--- src/rtl/pipe_pkg.sv ---
// Shared definitions for the fetch stage and its IF/ID pipeline register.
// Contents:
//   fetch_state_e : fetch FSM states (BOOT, RUN, WAIT)
//   pc_sel_e      : next-PC mux select used by pc_reg
//   ifid_t        : IF/ID pipeline word {instr, pc4, valid}
//   PC_STEP       : PC increment per sequential instruction
package pipe_pkg;

    localparam int XLEN    = 32;
    localparam int PC_STEP = 4;

    typedef enum logic [1:0] {
        BOOT = 2'd0,
        RUN  = 2'd1,
        WAIT = 2'd2
    } fetch_state_e;

    typedef enum logic [1:0] {
        PC_SEL_HOLD   = 2'd0,
        PC_SEL_INC    = 2'd1,
        PC_SEL_TARGET = 2'd2
    } pc_sel_e;

    typedef struct packed {
        logic [XLEN-1:0] instr;
        logic [XLEN-1:0] pc4;
        logic            valid;
    } ifid_t;

endpackage

--- src/rtl/pc_reg.sv ---
// Program counter register with its next-PC mux.
// Ports:
//   clk, rst_n : clock, synchronous active-low reset (loads RESET_PC)
//   sel        : hold / increment by PC_STEP / load target
//   target     : redirect address
//   pc         : current PC
module pc_reg
    import pipe_pkg::*;
#(
    parameter int              ADDR_W   = 32,
    parameter logic [ADDR_W-1:0] RESET_PC = '0
) (
    input  logic              clk,
    input  logic              rst_n,
    input  pc_sel_e           sel,
    input  logic [ADDR_W-1:0] target,
    output logic [ADDR_W-1:0] pc
);

    logic [ADDR_W-1:0] pc_next;

    always_comb begin
        pc_next = pc;
        unique case (sel)
            PC_SEL_INC:    pc_next = pc + ADDR_W'(PC_STEP);  // wraps at 2^ADDR_W
            PC_SEL_TARGET: pc_next = target;
            default:       pc_next = pc;
        endcase
    end

    always_ff @(posedge clk) begin
        if (!rst_n) begin
            pc <= RESET_PC;
        end else begin
            pc <= pc_next;
        end
    end

endmodule

--- src/rtl/fetch_unit.sv ---
// Instruction-fetch stage: holds the PC, requests instruction memory, and
// registers the IF/ID word consumed by decode. Applies decode's branch
// redirects (PCSelect/BranchDir), honours stalls, counts fetches and flushes.
// Ports:
//   clk, rst_n              : clock, synchronous active-low reset
//   stall                   : hold PC and IF/ID register
//   PCSelect, BranchDir     : redirect request and PC-relative offset from decode
//   imem_req/addr/ready/rdata : instruction memory interface
//   id_instr/id_pc4/id_valid  : IF/ID pipeline word
//   fetch_cnt, flush_cnt    : performance counters (wrap at 2^32)
//   state                   : fetch FSM state, for observation
//
// Memory handshake: a fetch completes in the cycle where imem_req and
// imem_ready are both high; imem_rdata is valid in that same cycle. imem_req
// stays high with imem_addr unchanged until accepted, except that a redirect
// changes the address. Whether an accepted word is captured is decided by
// redirect/stall priority; an uncaptured word is simply re-requested.
module fetch_unit
    import pipe_pkg::*;
#(
    parameter int                ADDR_W   = 32,
    parameter int                INSTR_W  = 32,
    parameter logic [ADDR_W-1:0] RESET_PC = 32'h0000_0000
) (
    input  logic               clk,
    input  logic               rst_n,
    input  logic               stall,
    input  logic               PCSelect,
    input  logic [ADDR_W-1:0]  BranchDir,
    output logic               imem_req,
    output logic [ADDR_W-1:0]  imem_addr,
    input  logic               imem_ready,
    input  logic [INSTR_W-1:0] imem_rdata,
    output logic [INSTR_W-1:0] id_instr,
    output logic [ADDR_W-1:0]  id_pc4,
    output logic               id_valid,
    output logic [31:0]        fetch_cnt,
    output logic [31:0]        flush_cnt,
    output fetch_state_e       state
);

    fetch_state_e      state_q, state_d;
    ifid_t             ifid;
    pc_sel_e           pc_sel;
    logic [ADDR_W-1:0] pc;
    logic [ADDR_W-1:0] target;
    logic              redir;
    logic              accept;

    // A redirect is only meaningful when the word in decode is real; this
    // also makes a repeated PCSelect right after a flush harmless.
    assign redir  = PCSelect & ifid.valid;
    assign target = ifid.pc4 + BranchDir;
    assign accept = imem_req & imem_ready & ~stall & ~redir;

    always_comb begin
        pc_sel = PC_SEL_HOLD;
        if (redir) begin
            pc_sel = PC_SEL_TARGET;
        end else if (accept) begin
            pc_sel = PC_SEL_INC;
        end
    end

    pc_reg #(
        .ADDR_W   (ADDR_W),
        .RESET_PC (RESET_PC)
    ) u_pc_reg (
        .clk    (clk),
        .rst_n  (rst_n),
        .sel    (pc_sel),
        .target (target),
        .pc     (pc)
    );

    always_comb begin
        state_d  = state_q;
        imem_req = 1'b0;
        unique case (state_q)
            BOOT: begin
                state_d = RUN;
            end
            RUN: begin
                imem_req = 1'b1;
                if (!redir && !imem_ready) state_d = WAIT;
            end
            WAIT: begin
                imem_req = 1'b1;
                if (redir || imem_ready) state_d = RUN;
            end
            default: begin
                state_d = BOOT;
            end
        endcase
    end

    always_ff @(posedge clk) begin
        if (!rst_n) begin
            state_q   <= BOOT;
            ifid      <= '0;
            fetch_cnt <= 32'd0;
            flush_cnt <= 32'd0;
        end else begin
            state_q <= state_d;
            if (redir) begin
                // Wrong-path word is dropped; anything returned now is discarded.
                ifid.valid <= 1'b0;
                flush_cnt  <= flush_cnt + 32'd1;
            end else if (!stall) begin
                if (accept) begin
                    ifid.instr <= imem_rdata;
                    ifid.pc4   <= pc + ADDR_W'(PC_STEP);
                    ifid.valid <= 1'b1;
                    fetch_cnt  <= fetch_cnt + 32'd1;
                end else begin
                    ifid.valid <= 1'b0;
                end
            end
        end
    end

    assign imem_addr = pc;
    assign id_instr  = ifid.instr;
    assign id_pc4    = ifid.pc4;
    assign id_valid  = ifid.valid;
    assign state     = state_q;

endmodule

--- config.mk ---
export PLATFORM = sky130hd
export DESIGN_NAME = fetch_unit
export DESIGN_NICKNAME = d
export VERILOG_FILES = /design/src/rtl/pipe_pkg.sv /design/src/rtl/pc_reg.sv /design/src/rtl/fetch_unit.sv
export SDC_FILE = /design/constraint.sdc
export NUM_CORES = 1
export LEC_CHECK = 0
export BUFFER_PORTS_ARGS = -buffer_cell sky130_fd_sc_hd__buf_4
export CORE_MARGIN = 8
export CORE_UTILIZATION = 40
export CTS_CLUSTER_SIZE = 16
export DETAILED_ROUTE_END_ITERATION = 12
export PLACE_DENSITY_LB_ADDON = 0.15
export RECOVER_POWER = 50
export SYNTH_ARGS = -nofsm -noshare
export SYNTH_HDL_FRONTEND = slang
export SYNTH_HIERARCHICAL = 1
export SYNTH_SLANG_ARGS = --single-unit
export TNS_END_PERCENT = 10
--- constraint.sdc ---
create_clock -name clk -period 4 [get_ports clk]
set_clock_uncertainty 0.05 [all_clocks]
set_input_delay 0.2 -clock clk [delete_from_list [all_inputs] [get_ports clk]]
set_output_delay 0.2 -clock clk [all_outputs]
set_load 0.05 [all_outputs]
==> results of run 1 <==
## timing repair
item | 4_1_cts | 5_1_grt
setup endpoints to repair | 0 | 0
hold buffers | 32 | 0
hold endpoints to repair | 32 | 0
## worst paths after layout
kind	from	end	slack, ps	depth (start not counted)
worst min register to register	id_instr[25]$_SDFFE_PN0P_	id_instr[25]$_SDFFE_PN0P_	420	2
worst max-delay path	id_pc4[0]$_SDFFE_PN0P_	u_pc_reg/pc[28]$_SDFFE_PN0P_	690	12
worst max register to register	id_pc4[0]$_SDFFE_PN0P_	u_pc_reg/pc[28]$_SDFFE_PN0P_	690	12
worst min-delay path	imem_rdata[11]	id_instr[11]$_SDFFE_PN0P_	30	3
## worst min-delay path, delay by kind of cell
family / cells / cell delay (ps)
buffers and inverters: 1 / 110
AO/OA/AOI/OAI: 1 / 80
AND/OR/NAND/NOR: 1 / 60
## kinds of logic after synthesis
logic type / after synthesis / synth area share
muxes: 9 / 0.0100
xor gates and xnor gates: 105 / 0.0942
DFF: 163 / 0.334
buffers and inverters: 84 / 0.0368
AOI/OAI and AO/OA: 290 / 0.209
and+or+nand+nor: 493 / 0.263
adders and majority gates: 40 / 0.0520
## layout by cell type, fill, tap and decap left out, types with 38 or more instances in the layout
cell type	count
nand2_1	177
dfxtp_1	161
clkbuf_1	151
buf_4	86
xnor2_1	68
a21oi_1	62
and2_1	58
nand3_1	54
a21boi_0	46
o21ai_0	45
nor2_1	41
nand4_1	41
ha_1	38
## cell type report
type,count,area (µm²)
Timing Repair Buffer,271,1540
Tap cell,324,405
Inverter,21,80.1
Clock buffer,17,425
Clock inverter,15,185
Sequential cell,163,3270
Fill cell,2463,12100
Multi-Input combinational cell,937,6140
## metal layers
layer / GRT usage / vias to the layer above
met3: 0.0372 / 21
met2: 0.315 / 275
met5: 0 / -
met4: 0.0510 / 0
met1: 0.282 / 4410
li1: - / 4743
## stage by stage
step	setup WS (ps)	cell area (µm²)	hold slack [ps]	util	total power [mW]
after floorplan	78.0	9770	295	-	2.48
after global placement	834	11700	403	0.485	2.78
after detailed placement	731	11700	410	0.485	2.78
after CTS	708	12600	10.1	0.523	4.52
after global routing	492	12000	40.0	0.500	4.63
final	693	12000	26.1	0.500	4.43
## power breakdown
group / switching (mW) / leakage, nW / internal (mW)
clock: 0.841 / 0.298 / 0.854
sequential: 0.0711 / 1.32 / 1.68
combinational: 0.653 / 2.93 / 0.323
total: 1.56 / 4.55 / 2.86
==> out/results.tsv, run 1 <==
metric	value	unit
antenna cells	0	
Die Wd	172	µm
Syn. warnings	6	
number of synthesized flops with an enable pin	0	
most area-hungry cell type in the Yosys netlist	dfxtp_1	
Num CTS Buffers	17	
clock sink count	163	
critical path type	reg2reg	
dpl hpwl	22.7	mm
clock buffer depth	2	
Async SR Flop Fraction	0	
worst path bufs/invs	0	
WL final	31.1	mm
top achievable clock speed	302	MHz
Synth area leaders	dfxtp_1 (33%), nand2_1 (6.8%), xnor2_1 (6.1%)	
placed cells	1684	
TritonCTS clock tree	yes	
I/O Pins	233	
pwr dens	367	mW/mm²
WL per Instance	17.8	µm
vias per cell	5.41	
fraction of the yosys area taken by sequential cells	0.334	
Crit path arrival time	3550	ps
Period minus WS final	3310	ps
starting density of the core	0.405	
first-pass GRT wire length	47.9	mm
CORE AREA	0.0241	mm²
Total GRT Usage	0.202	
cell breakdown of the critical path	ha_1 -> fa_1 -> a211o_2 -> a2111oi_2 -> o31ai_1 -> a31oi_1 -> o21ai_1 -> a21oi_1 -> xnor2_1 -> a22o_1 -> nand2_1 -> o311ai_0	
slowest CP cell	fa_1	
outcome	finished clean	
Slew HR	0.0537	
Worst Path Required	4240	ps
row count	57	
Root Buffer	clkbuf_16	
# DRC	0	
Skew-Pair Late Insertion Delay	440	ps
CP endpoint kind	flop	
Top FF cell, synth	dfxtp_1	
vias in the first global route	8753	
CP Max Fanout	3	
detailed-route via count	9449	
gr ovfl total	0	
Finished Layout Cells	1748	
GP Congestion	0.906	
Max rail drop VDD	184	µV
largest net degree at the start of global routing	99	
delay-heaviest family, CP	compound AO/OA/AOI/OAI gates	
Final Hold Viols	0	
Pre-Repair DR Iteration Count	6	
Post-CTS Setup Inserts	0	
fin crit share	0.827	
leakage power	4.55	nW
slowest stage delay, CP	440	ps
setup TNS	0	ps
Clock Pin Slew Worst Setup and Hold Paths	80	ps
Post-Route M1 WL	14.7	mm
Area Growth Syn to Fin	23.4	%
metal2 WL	14.2	mm
Yosys reg bits	163	
1st-iter DRT viols	784	
Setup Viol. Count Final	0	
highest metal used	met4	
initial antenna violation count	0	
fin nets	1520	
layout cells sized above 1	0.110	
hold crit path type	in2reg	
RSZ-0062 raised after global routing	no	
CP startpoint kind	flop	
most common cell in the netlist	nand2_1	
Worst-Margin Slew	1420	ps
metal3 WL	1.93	mm
post-synth cell types	88	
Post-Syn Nets	1293	
die height	172	µm
syn avg cell area	8.24	µm²
list of most frequent post-synthesis cells	nand2_1 (177), dfxtp_1 (163), xnor2_1 (68), a21oi_1 (62), and2_1 (60)	
Synth Instances	1184	
max capacitance violation total	0	
number of port buffers	232	
htree depth	4	
Netlist Area Pre-Place	0.00976	mm²
post-cts sizing count	0	
count of final max-slew check failures	0	
antenna viol nets, final	0	
die footprint	0.0297	mm²
post-synth top area share	0.334	
Power figures use the tool's default switching activity.
==> run 2, diff against run 1 <==
Clock period 4 ns to 2.93 ns, I/O delays scaled along.
==> out/results.tsv, run 2 (same netlist as run 1, synthesis figures left out) <==
metric	value	unit
die footprint	0.0297	mm²
Pre-Repair DR Iteration Count	5	
Cells on Worst Hold Path	4	
layout cells sized above 1	0.228	
top achievable clock speed	342	MHz
CP Max Fanout	3	
GP Congestion	0.883	
row count	57	
commonest non-fill, non-tap cell in the layout	buf_4	
Worst Path Required	3210	ps
vias in the first global route	9104	
final cell area excluding filler cells	0.0130	mm²
Period minus WS final	2930	ps
gr ovfl total	0	
M3 GR Usage	0.0317	
dpl hpwl	23.1	mm
CP endpoint kind	flop	
Tot Pwr	6.20	mW
CP startpoint kind	flop	
fin crit share	0.999	
Setup Viol. Count Final	0	
hold crit path type	in2reg	
TritonCTS clock tree	yes	
M2 GR Usage	0.323	
antenna viol nets, final	0	
first-pass GRT wire length	49.1	mm
worst-case reg-to-reg path depth	12	
max capacitance violation total	0	
GRT Max-Usage Layer	met2	
Skew-Pair Late Insertion Delay	430	ps
critical path type	reg2reg	
1st-iter DRT viols	780	
starting density of the core	0.405	
WL final	31.8	mm
Die Wd	172	µm
Worst-Margin Slew	1040	ps
RSZ-0062 raised after global routing	yes	
count of final max-slew check failures	0	
Final Hold Viols	0	
CORE AREA	0.0241	mm²
Finished Core Util	0.540	
clock buffer depth	2	
clock sink count	163	
outcome	finished clean	
# DRC	0	
htree depth	4	
Max rail drop VDD	226	µV
met1 Use GR	0.281	
largest net degree at the start of global routing	111	
Crit path arrival time	3210	ps
Clock Pin Slew Worst Setup and Hold Paths	80	ps
Slew HR	0.307	
leakage power	5.25	nW
fin nets	1567	
number of port buffers	232	
I/O Pins	233	
DP Area	0.0121	mm²
WL per Instance	17.7	µm
detailed-route via count	9789	
die height	172	µm
vias per cell	5.45	
Num CTS Buffers	17	
Area Growth Syn to Fin	33.3	%
pwr dens	477	mW/mm²
commonest cells after routing, fill and taps aside	buf_4 (236), nand2_1 (175), dfxtp_1 (157), xnor2_1 (68)	
initial antenna violation count	1	
Total GRT Usage	0.206	
Root Buffer	clkbuf_16	
final hold slack	29.1	ps
run 2: what timing repair did:
action | in CTS | in global routing
setup buffers | 2 | 0
endpoints found under the setup margin | 5 | 10
pin swaps | 9 | 8
endpoints found under the hold margin | 33 | 0
gates resized for setup | 9 | 16
hold buffers | 33 | 0
run 2: layer usage:
| layer | up-vias | part of all wire |
|---|---|---|
| met5 | - | 0 |
| met4 | 0 | 0.025 |
| met3 | 42 | 0.064 |
| met2 | 331 | 0.46 |
| met1 | 4574 | 0.45 |
| li1 | 4842 | - |
run 2: final timing paths:
kind / startpoint / endpoint / slack [ps]
setup / recovery: id_pc4[1]$_SDFFE_PN0P_ / u_pc_reg/pc[31]$_SDFFE_PN0P_ / 2
hold / removal: imem_ready / state[1]$_SDFFE_PN0P_ / 30
setup reg to reg: id_pc4[1]$_SDFFE_PN0P_ / u_pc_reg/pc[31]$_SDFFE_PN0P_ / 2
hold reg to reg: id_instr[9]$_SDFFE_PN0P_ / id_instr[9]$_SDFFE_PN0P_ / 420
run 2: worst max-delay path, stage by stage (launching register included):
cell,delay (ps)
dfxtp_2,340
ha_1,300
a211oi_2,70
o21a_2,250
a211oi_4,310
o41ai_4,110
o21ba_2,250
or4_1,490
nand3_2,110
nand2_1,60
o211ai_1,90
o211ai_1,110
o41ai_1,270
run 2: final cells by class:
type                    instances  area [µm²]
fillers                      2346       11100
multi-input cells             937        6360
flip-flops and latches        163        3280
repair buffers                318        2290
clock buffers                  18         439
well taps                     324         405
clock inverters                14         154
inverters                      21        85.1
diodes                          1        2.50
run 2: power by group:
part	total (mW)	switching, mW	internal [mW]
Combinational	1.52	0.958	0.560
Clock	2.30	1.13	1.17
Sequential	2.39	0.0895	2.30
run 2: metrics by stage:
| step | setup WS [ps] | setup TNS, ps | cells |
|---|---|---|---|
| after CTS | -27.6 | -56.1 | 1795 |
| final | 1.99 | 0 | 1796 |
| after global routing | -96.7 | -312 | 1796 |
| after detailed placement | -223 | -510 | 1728 |
| after global placement | -170 | -354 | 1728 |
| after floorplan | -112 | -702 | 1184 |
